--- config.mk ---
export PLATFORM = sky130hd
export DESIGN_NAME = cache_ctrl
export DESIGN_NICKNAME = d
export VERILOG_FILES = /design/src/rtl/cache_pkg.sv /design/src/rtl/cache_ctrl_stats.sv /design/src/rtl/cache_ctrl.sv
export SDC_FILE = /design/constraint.sdc
export NUM_CORES = 1
export LEC_CHECK = 0
export ABC_CLOCK_PERIOD_IN_PS = 5000
export BUFFER_PORTS_ARGS = -buffer_cell sky130_fd_sc_hd__buf_2
export CORE_AREA = 2 2 105 107
export CTS_BUF_LIST = sky130_fd_sc_hd__clkbuf_4 sky130_fd_sc_hd__clkbuf_8
export DETAILED_ROUTE_END_ITERATION = 8
export DIE_AREA = 0 0 107 109
export MAX_ROUTING_LAYER = met4
export PLACE_DENSITY_LB_ADDON = 0.25
export SLEW_MARGIN = 30
export SYNTH_ARGS = -nofsm -noshare
export SYNTH_HDL_FRONTEND = slang
export SYNTH_SLANG_ARGS = --single-unit
--- constraint.sdc ---
create_clock -name clk -period 5 [get_ports clk]
set_input_delay 0.75 -clock clk [delete_from_list [all_inputs] [get_ports clk]]
set_output_delay 0.75 -clock clk [all_outputs]
set_load 0.05 [all_outputs]
--- src/rtl/cache_pkg.sv ---
// rtl/cache_pkg.sv - shared FSM state type and cache read latency for cache_ctrl
package cache_pkg;

  // Fixed read latency of the downstream cache, in cycles after the request
  localparam int CACHE_RD_LAT = 2;

  typedef enum logic [2:0] {
    IDLE     = 3'd0,
    LOOKUP   = 3'd1,
    MEM_RD   = 3'd2,
    MEM_WAIT = 3'd3,
    FILL     = 3'd4,
    WR_MEM   = 3'd5
  } cache_state_t;

endpackage

--- src/rtl/cache_ctrl_stats.sv ---
// rtl/cache_ctrl_stats.sv - saturating read hit/miss counters for cache_ctrl
module cache_ctrl_stats (
  input  logic        clk,
  input  logic        rst,
  input  logic        hit_inc,
  input  logic        miss_inc,
  output logic [15:0] stat_hits,
  output logic [15:0] stat_misses
);

  // Count lookup outcomes, holding at all-ones instead of wrapping
  always_ff @(posedge clk) begin
    if (rst) begin
      stat_hits   <= '0;
      stat_misses <= '0;
    end else begin
      if (hit_inc && (stat_hits != 16'hFFFF)) begin
        stat_hits <= stat_hits + 16'd1;
      end
      if (miss_inc && (stat_misses != 16'hFFFF)) begin
        stat_misses <= stat_misses + 16'd1;
      end
    end
  end

endmodule

--- src/rtl/cache_ctrl.sv ---
// rtl/cache_ctrl.sv - write-through cache controller; stats counters built only with CACHE_CTRL_STATS_EN
module cache_ctrl
  import cache_pkg::*;
#(
  parameter int AW     = 10,
  parameter int DW     = 32,
  parameter int INDEXW = 6
) (
  input  logic          clk,
  input  logic          rst,
  input  logic          req_valid,
  output logic          req_ready,
  input  logic          req_write,
  input  logic [AW-1:0] req_addr,
  input  logic [DW-1:0] req_wdata,
  output logic          resp_valid,
  output logic [DW-1:0] resp_rdata,
  output logic          resp_hit,
  output logic          cache_valid,
  output logic          cache_write,
  output logic [AW-1:0] cache_addr,
  output logic [DW-1:0] cache_wdata,
  input  logic [DW-1:0] cache_rdata,
  input  logic          cache_ready,
  input  logic          cache_hit,
  output logic          mem_req_valid,
  input  logic          mem_req_ready,
  output logic          mem_req_write,
  output logic [AW-1:0] mem_req_addr,
  output logic [DW-1:0] mem_req_wdata,
  input  logic          mem_resp_valid,
  input  logic [DW-1:0] mem_resp_rdata,
  output logic [15:0]   stat_hits,
  output logic [15:0]   stat_misses
);

  localparam int CNTW = (CACHE_RD_LAT > 1) ? $clog2(CACHE_RD_LAT) : 1;

  cache_state_t    state, state_nxt;
  logic [AW-1:0]   addr_q;
  logic [DW-1:0]   wdata_q;
  logic [DW-1:0]   data_q;       // last read result; also the fill data
  logic [CNTW-1:0] lat_cnt;
  logic            hit_pulse_q;
  logic            wr_done_q;
  logic            accept;
  logic            lookup_done;
  logic [INDEXW-1:0] lookup_index;

  assign accept       = req_valid && (state == IDLE) && !rst;
  // Lookup window is timed purely by the counter; cache_ready is not trusted
  assign lookup_done  = (state == LOOKUP) && (lat_cnt == CNTW'(CACHE_RD_LAT - 1));
  assign lookup_index = addr_q[INDEXW-1:0];

  // State register
  always_ff @(posedge clk) begin
    if (rst) begin
      state <= IDLE;
    end else begin
      state <= state_nxt;
    end
  end

  // Next-state logic
  always_comb begin
    state_nxt = state;
    case (state)
      IDLE:     if (accept) state_nxt = req_write ? WR_MEM : LOOKUP;
      LOOKUP:   if (lookup_done) state_nxt = cache_hit ? IDLE : MEM_RD;
      MEM_RD:   if (mem_req_ready) state_nxt = MEM_WAIT;
      MEM_WAIT: if (mem_resp_valid) state_nxt = FILL;
      FILL:     state_nxt = IDLE;
      WR_MEM:   if (mem_req_ready) state_nxt = IDLE;
      default:  state_nxt = IDLE;
    endcase
  end

  // Request latch, lookup counter, read data capture and response pulses
  always_ff @(posedge clk) begin
    if (rst) begin
      addr_q      <= '0;
      wdata_q     <= '0;
      data_q      <= '0;
      lat_cnt     <= '0;
      hit_pulse_q <= 1'b0;
      wr_done_q   <= 1'b0;
    end else begin
      hit_pulse_q <= lookup_done && cache_hit;
      wr_done_q   <= (state == WR_MEM) && mem_req_ready;
      if (accept) begin
        addr_q  <= req_addr;
        wdata_q <= req_wdata;
      end
      if ((state == LOOKUP) && !lookup_done) begin
        lat_cnt <= lat_cnt + CNTW'(1);
      end else begin
        lat_cnt <= '0;
      end
      if (lookup_done && cache_hit) begin
        data_q <= cache_rdata;
      end
      if ((state == MEM_WAIT) && mem_resp_valid) begin
        data_q <= mem_resp_rdata;
      end
    end
  end

  // Output decode; everything is forced low while reset is asserted
  always_comb begin
    req_ready     = 1'b0;
    cache_valid   = 1'b0;
    cache_write   = 1'b0;
    cache_addr    = '0;
    cache_wdata   = '0;
    mem_req_valid = 1'b0;
    mem_req_write = 1'b0;
    mem_req_addr  = '0;
    mem_req_wdata = '0;
    resp_valid    = hit_pulse_q || wr_done_q;
    resp_hit      = hit_pulse_q;
    resp_rdata    = data_q;
    case (state)
      IDLE: begin
        req_ready = 1'b1;
        if (req_valid) begin
          cache_valid = 1'b1;
          cache_write = req_write;
          cache_addr  = req_addr;
          cache_wdata = req_write ? req_wdata : '0;
        end
      end
      MEM_RD: begin
        mem_req_valid = 1'b1;
        mem_req_addr  = addr_q;
      end
      FILL: begin
        cache_valid = 1'b1;
        cache_write = 1'b1;
        cache_addr  = addr_q;
        cache_wdata = data_q;
        resp_valid  = 1'b1;
      end
      WR_MEM: begin
        mem_req_valid = 1'b1;
        mem_req_write = 1'b1;
        mem_req_addr  = addr_q;
        mem_req_wdata = wdata_q;
      end
      default: ;
    endcase
    if (rst) begin
      req_ready     = 1'b0;
      cache_valid   = 1'b0;
      cache_write   = 1'b0;
      cache_addr    = '0;
      cache_wdata   = '0;
      mem_req_valid = 1'b0;
      mem_req_write = 1'b0;
      mem_req_addr  = '0;
      mem_req_wdata = '0;
      resp_valid    = 1'b0;
      resp_hit      = 1'b0;
      resp_rdata    = '0;
    end
  end

  // The cache must present its result when the lookup window closes
  always_ff @(posedge clk) begin
    if (!rst && lookup_done) begin
      assert (cache_ready)
        else $error("cache_ready low at lookup of index %0d", lookup_index);
    end
  end

`ifdef CACHE_CTRL_STATS_EN
  logic [15:0] hits_cnt;
  logic [15:0] misses_cnt;

  cache_ctrl_stats u_stats (
    .clk         (clk),
    .rst         (rst),
    .hit_inc     (lookup_done && cache_hit),
    .miss_inc    (lookup_done && !cache_hit),
    .stat_hits   (hits_cnt),
    .stat_misses (misses_cnt)
  );

  assign stat_hits   = rst ? 16'd0 : hits_cnt;
  assign stat_misses = rst ? 16'd0 : misses_cnt;
`else
  assign stat_hits   = 16'd0;
  assign stat_misses = 16'd0;
`endif

endmodule

==> flow_metrics.env, run 1 <==
export IMPL_routabilityCongestion=0.891
export IMPL_die_w_um=107
export IMPL_ys_flop_type="dfxtp_1"
export IMPL_maxSlewViolCount=0
export IMPL_area_growth_pct=25.7
export IMPL_cts_made_buffers=9
export IMPL_seq_area_sq_mm=0.00160
export IMPL_first_iter_violations=358
export IMPL_rr_endpoint="data_q[15]$_SDFFE_PP0P_"
export IMPL_worstMarginPinSlew_ps=935
export IMPL_layout_drive_gt1_share=0.361
export IMPL_cp_arrival_ps=2810
export IMPL_ctsRootBufferMaster="clkbuf_8"
export IMPL_dp_hpwl_mm=11.0
export IMPL_routed_via_density=5.33
export IMPL_gr_total_overflow=0
export IMPL_syn_instance_count=641
export IMPL_peakVddDrop_mv=0.119
export IMPL_nets=945
export IMPL_drv_cap=0
export IMPL_ys_ff_latch=80
export IMPL_timing_rr_start="state[0]$_SDFFE_PP0P_"
export IMPL_crit_path_end_kind="output pin"
export IMPL_final_antenna_net_count=0
export IMPL_seq_area_frac_synth=0.329
export IMPL_synth_distinct_cells=41
export IMPL_crit_end="mem_req_wdata[6]"
export IMPL_avgSynthCellArea_sq_um=7.58
export IMPL_reg2reg_depth=3
export IMPL_grt_max_degree=67
export IMPL_cts_tree="done"
export IMPL_io_pins=269
export IMPL_htree_levels=3
export IMPL_p_leak_nw=2.80
export IMPL_vias=5187
export IMPL_power_total_mw=1.85
export IMPL_crit_start="state[2]$_SDFFE_PP0P_"
export IMPL_relSlewSlack=0.377
export IMPL_n_fill_cell=1021
export IMPL_hold_path_class="register to register"
export IMPL_wl_per_cell_um=15.7
export IMPL_report_final_hold_viol_count=0
export IMPL_post_cts_buffers=0
export IMPL_outcome="completed"
export IMPL_setup_tns_ps=0
export IMPL_max_freq_ghz=0.281
export IMPL_diodes=0
export IMPL_finalCritPeriodShare=0.712
export IMPL_antenna_found_initial=0
export IMPL_start_kind="register"
export IMPL_dr_pass1_iters=6
export IMPL_rsz0062_at_grt="false"
export IMPL_setup_viol=0
export IMPL_path_max_fanout=21
export IMPL_die_h_um=109
export IMPL_path_class="register to output pin"
export IMPL_final_cell_mix="buf_2, nor2_1, nand2_1"
export IMPL_rrSetupSlack_ps=1910
export IMPL_rows=38
export IMPL_core_area_sq_mm=0.0106
export IMPL_clockBufferDepth=2
export IMPL_multi_input_area_sq_mm=0.00284
export IMPL_clock_sinks=80
export IMPL_p_per_area_mw_per_mm2=302
export IMPL_grt_pass1_wl_mm=22.7
export IMPL_routed_wl_mm=15.3
export IMPL_worstSkewPairLatency_ps=360
export IMPL_dieArea_sq_mm=0.0117
export IMPL_holdBufCountCts=0
export IMPL_fin_skew_ps=6.46
export IMPL_required_ps=4250
export IMPL_drc_errors=0
export IMPL_finalCriticalPeriod_ps=3560
export IMPL_grt_usage=0.253
export IMPL_path_clk_slew_ps=80
export IMPL_ys_warn_count=0
export IMPL_mappedNetlistArea_sq_mm=0.00486
export IMPL_cts_resized=0
export IMPL_start_util=0.458
export IMPL_grt_pass1_vias=4713
export IMPL_layout_commonest_cell="buf_2"
export IMPL_async_reset_ff_frac=0
export IMPL_synth_edf_count=0
export IMPL_port_buffers=235
## state kept, by name (all words and copies together) (netlist names)
| register | cells |
|---|---|
| data_q | 32 |
| wr_done_q | 1 |
| wdata_q | 32 |
| hit_pulse_q | 1 |
| lat_cnt | 1 |
| addr_q | 10 |
| state | 3 |
## how the worst min path moves through the flow
stage                     depth (start not counted)                     start                        to  slack, ps
after floorplan                                   2   wdata_q[0]$_SDFFE_PP0P_   wdata_q[0]$_SDFFE_PP0P_        430
after global placement                            2   wdata_q[4]$_SDFFE_PP0P_   wdata_q[4]$_SDFFE_PP0P_        440
after detailed placement                          2   wdata_q[5]$_SDFFE_PP0P_   wdata_q[5]$_SDFFE_PP0P_        440
after CTS                                         2   wdata_q[5]$_SDFFE_PP0P_   wdata_q[5]$_SDFFE_PP0P_        450
after global routing                              2  wdata_q[10]$_SDFFE_PP0P_  wdata_q[10]$_SDFFE_PP0P_        480
final                                             2   wdata_q[5]$_SDFFE_PP0P_   wdata_q[5]$_SDFFE_PP0P_        450
## through the flow
stage | cell area [sq um] | hold slack [ps] | worst slack (ps) | util | std cells
floorplan | 4980 | 432 | 1710 | - | 672
global placement | 5870 | 438 | 1550 | 0.554 | 959
detailed placement | 5870 | 442 | 1530 | 0.554 | 959
CTS | 6100 | 453 | 1300 | 0.575 | 973
global route | 6110 | 475 | 1230 | 0.576 | 974
finish | 6110 | 454 | 1440 | 0.576 | 974
## synthesized netlist by cell type, types with 3 or more instances
cell / count / share of area
nand2_1: 95 / 0.073
buf_4: 32 / 0.049
a32oi_1: 32 / 0.058
buf_6: 9 / 0.021
dfxtp_1: 80 / 0.33
nor2b_1: 36 / 0.046
nor3_1: 34 / 0.035
and2_1: 43 / 0.055
a21oi_1: 55 / 0.057
a2111oi_0: 3 / 0.0054
nor2_1: 103 / 0.080
clkbuf_1: 46 / 0.036
buf_2: 10 / 0.010
a2111oi_2: 29 / 0.090
nand2b_1: 3 / 0.0039
## kinds of logic after synthesis
family,after synthesis,share of synthesized area
buffers and inverters,100,0.118
other,1,0.000771
and+or+nand+nor,332,0.327
DFF,80,0.329
AOI/OAI and AO/OA,128,0.225
## metal layers
layer,part of all wire,GRT usage,vias to the layer above
met4,0.016,0.0974,0
met1,0.41,0.300,2421
met2,0.50,0.425,232
met3,0.074,0.0520,17
met5,0,-,-
li1,-,-,2517
## cell type report
cell class	count	share of cell area
multi-input combinational	492	0.464
sequential	80	0.262
timing repair buffer	246	0.207
tap	140	0.0287
clock buffer	10	0.0215
clock inverter	4	0.0156
inverter	2	0.00123
## worst max-delay path: stages (launching register included)
cell and delay, ps:
dfxtp_1 770, inv_1 220, nor3_2 670, buf_4 360, and2_1 160, buf_2 260
## power by group
group	leakage (nW)	switching, mW	internal [mW]
Clock	0.116	0.230	0.331
Combinational	2.03	0.389	0.153
Sequential	0.652	0.0527	0.692
Total	2.80	0.672	1.18
Note: power is estimated with default switching activity, not from simulation.
==> run 2: changes to the inputs <==
--- a/config.mk
+++ b/config.mk
@@ -5,12 +5,12 @@
 export SDC_FILE = /design/constraint.sdc
 export NUM_CORES = 1
 export LEC_CHECK = 0
-export ABC_CLOCK_PERIOD_IN_PS = 5000
+export ABC_CLOCK_PERIOD_IN_PS = 3500
 export BUFFER_PORTS_ARGS = -buffer_cell sky130_fd_sc_hd__buf_2
-export CORE_AREA = 2 2 105 107
+export CORE_MARGIN = 2
+export CORE_UTILIZATION = 46
 export CTS_BUF_LIST = sky130_fd_sc_hd__clkbuf_4 sky130_fd_sc_hd__clkbuf_8
 export DETAILED_ROUTE_END_ITERATION = 8
-export DIE_AREA = 0 0 107 109
 export MAX_ROUTING_LAYER = met4
 export PLACE_DENSITY_LB_ADDON = 0.25
 export SLEW_MARGIN = 30
==> constraint.sdc (replaced) <==
create_clock -name clk -period 3.5 [get_ports clk]
set_input_delay 0.525 -clock clk [delete_from_list [all_inputs] [get_ports clk]]
set_output_delay 0.525 -clock clk [all_outputs]
set_load 0.05 [all_outputs]
==> flow_metrics.env, run 2 (same netlist as run 1, synthesis figures left out) <==
export IMPL_fin_util=0.597
export IMPL_antenna_found_initial=1
export IMPL_setup_tns_ps=0
export IMPL_holdBufCountCts=0
export IMPL_p_per_area_mw_per_mm2=427
export IMPL_htree_levels=3
export IMPL_drc_errors=0
export IMPL_final_antenna_net_count=0
export IMPL_hold_depth=3
export IMPL_fin_skew_ps=10.1
export IMPL_placed_area_sq_mm=0.00591
export IMPL_wl_met2_mm=7.69
export IMPL_grt_pass1_vias=4751
export IMPL_reg2reg_depth=4
export IMPL_hold_path_class="input pin to register"
export IMPL_multi_input_area_sq_mm=0.00283
export IMPL_wl_per_cell_um=15.7
export IMPL_reg_largest_list="data_q (32), wdata_q (32), addr_q (10)"
export IMPL_whs_endpoint="wdata_q[3]$_SDFFE_PP0P_"
export IMPL_layout_drive_gt1_share=0.364
export IMPL_cts_resized=0
export IMPL_path_class="register to output pin"
export IMPL_clock_sinks=80
export IMPL_crit_slowest_cell="nor3b_4"
export IMPL_crit_path_end_kind="output pin"
export IMPL_p_leak_nw=2.82
export IMPL_relSlewSlack=0.376
export IMPL_rsz0062_at_grt="false"
export IMPL_max_freq_ghz=0.330
export IMPL_hp_start="req_wdata[3]"
export IMPL_report_final_hold_viol_count=0
export IMPL_fin_cells=976
export IMPL_met1_length_mm=6.22
export IMPL_cts_made_buffers=9
export IMPL_port_buffers=235
export IMPL_layout_commonest_cell="buf_2"
export IMPL_cpPeakStageDelay_ps=680
export IMPL_grt_usage=0.256
export IMPL_area_growth_pct=26.3
export IMPL_fin_area_sq_mm=0.00614
export IMPL_routed_via_density=5.36
export IMPL_dp_hpwl_mm=10.9
export IMPL_gr_total_overflow=0
export IMPL_start_kind="register"
export IMPL_routabilityCongestion=0.837
export IMPL_rows=37
export IMPL_cp_arrival_ps=2500
export IMPL_path_max_fanout=20
export IMPL_rr_endpoint="data_q[16]$_SDFFE_PP0P_"
export IMPL_vias=5227
export IMPL_io_pins=269
export IMPL_clockBufferDepth=2
export IMPL_timing_rr_start="state[0]$_SDFFE_PP0P_"
export IMPL_first_iter_violations=331
export IMPL_required_ps=2970
export IMPL_finalCritPeriodShare=0.865
export IMPL_dr_pass1_iters=7
export IMPL_outcome="completed"
export IMPL_cts_tree="done"
export IMPL_rrSetupSlack_ps=970
export IMPL_dr_wl_met3_mm=1.16
export IMPL_die_w_um=107
export IMPL_path_clk_slew_ps=90
export IMPL_highest_layer="met4"
export IMPL_die_h_um=107
export IMPL_finalCriticalPeriod_ps=3030
export IMPL_nets=948
export IMPL_post_cts_buffers=0
export IMPL_seq_area_sq_mm=0.00160
export IMPL_peakVddDrop_mv=0.232
export IMPL_dp_cells=959
export IMPL_maxSlewViolCount=0
export IMPL_worstMarginPinSlew_ps=936
export IMPL_grt_pass1_wl_mm=22.8
export IMPL_start_util=0.473
export IMPL_ctsRootBufferMaster="clkbuf_8"
export IMPL_setup_viol=0
export IMPL_dieArea_sq_mm=0.0114
export IMPL_path_cells="nor3b_4 -> buf_4 -> a32oi_1 -> nor2_1 -> buf_2"
export IMPL_grt_max_degree=94
export IMPL_core_area_sq_mm=0.0103
export IMPL_routed_wl_mm=15.4
export IMPL_n_fill_cell=959
export IMPL_worstSkewPairLatency_ps=340
export IMPL_final_cell_mix="buf_2, nor2_1, nand2_1"
export IMPL_drv_cap=0
run 2: cell types whose count changed in the layout (fill, tap and decap cells not counted), sizes merged:
cell and change:
clkbuf +2, clkinv -1, diode +1, bufinv -1
inv +1, clkinvlp +1, buf +3
run 2: worst max-delay path, delay by kind of cell (launching register included):
family	cells	cell delay (ps)
buffers and inverters	2	680
AND/OR/NAND/NOR	2	800
AO/OA/AOI/OAI	1	140
flip-flops	1	550
run 2: worst max path at each step:
stage | startpoint | endpoint | slack (ps) | cells past startpoint
CTS | state[2]$_SDFFE_PP0P_ | cache_wdata[21] | 520 | 5
floorplan | rst | mem_req_wdata[22] | 660 | 5
global placement | rst | cache_addr[5] | 840 | 4
finish | state[2]$_SDFFE_PP0P_ | cache_wdata[21] | 470 | 5
global route | state[2]$_SDFFE_PP0P_ | cache_wdata[7] | 330 | 5
detailed placement | req_valid | cache_wdata[21] | 800 | 6
run 2: power breakdown:
part | switching (mW) | leakage (nW) | internal [mW]
clock network | 0.344 | 0.114 | 0.441
registers | 0.0701 | 0.652 | 0.989
logic | 0.560 | 2.05 | 0.220
total | 0.975 | 2.82 | 1.65
run 2: through the flow:
step | setup slack (ps) | hold WS [ps] | power, mW
3_5_place_dp | 798 | 443 | 1.85
5_1_grt | 326 | 405 | 2.74
6_report | 474 | 425 | 2.62
3_3_place_gp | 842 | 439 | 1.83
2_1_floorplan | 657 | 432 | 1.68
4_1_cts | 517 | 410 | 2.63
run 2: area by class of cell:
type	instances	share of cell area
sequential	80	0.261
clock inverter	4	0.0124
inverter	2	0.00122
tap	136	0.0277
multi-input combinational	492	0.461
timing repair buffer	249	0.211
clock buffer	12	0.0249
antenna	1	0.000408
run 2: layer usage:
layer,global-route usage,up-vias
met1,0.317,2430
met2,0.423,249
met4,0.100,0
li1,-,2525
met5,-,-
met3,0.0347,23
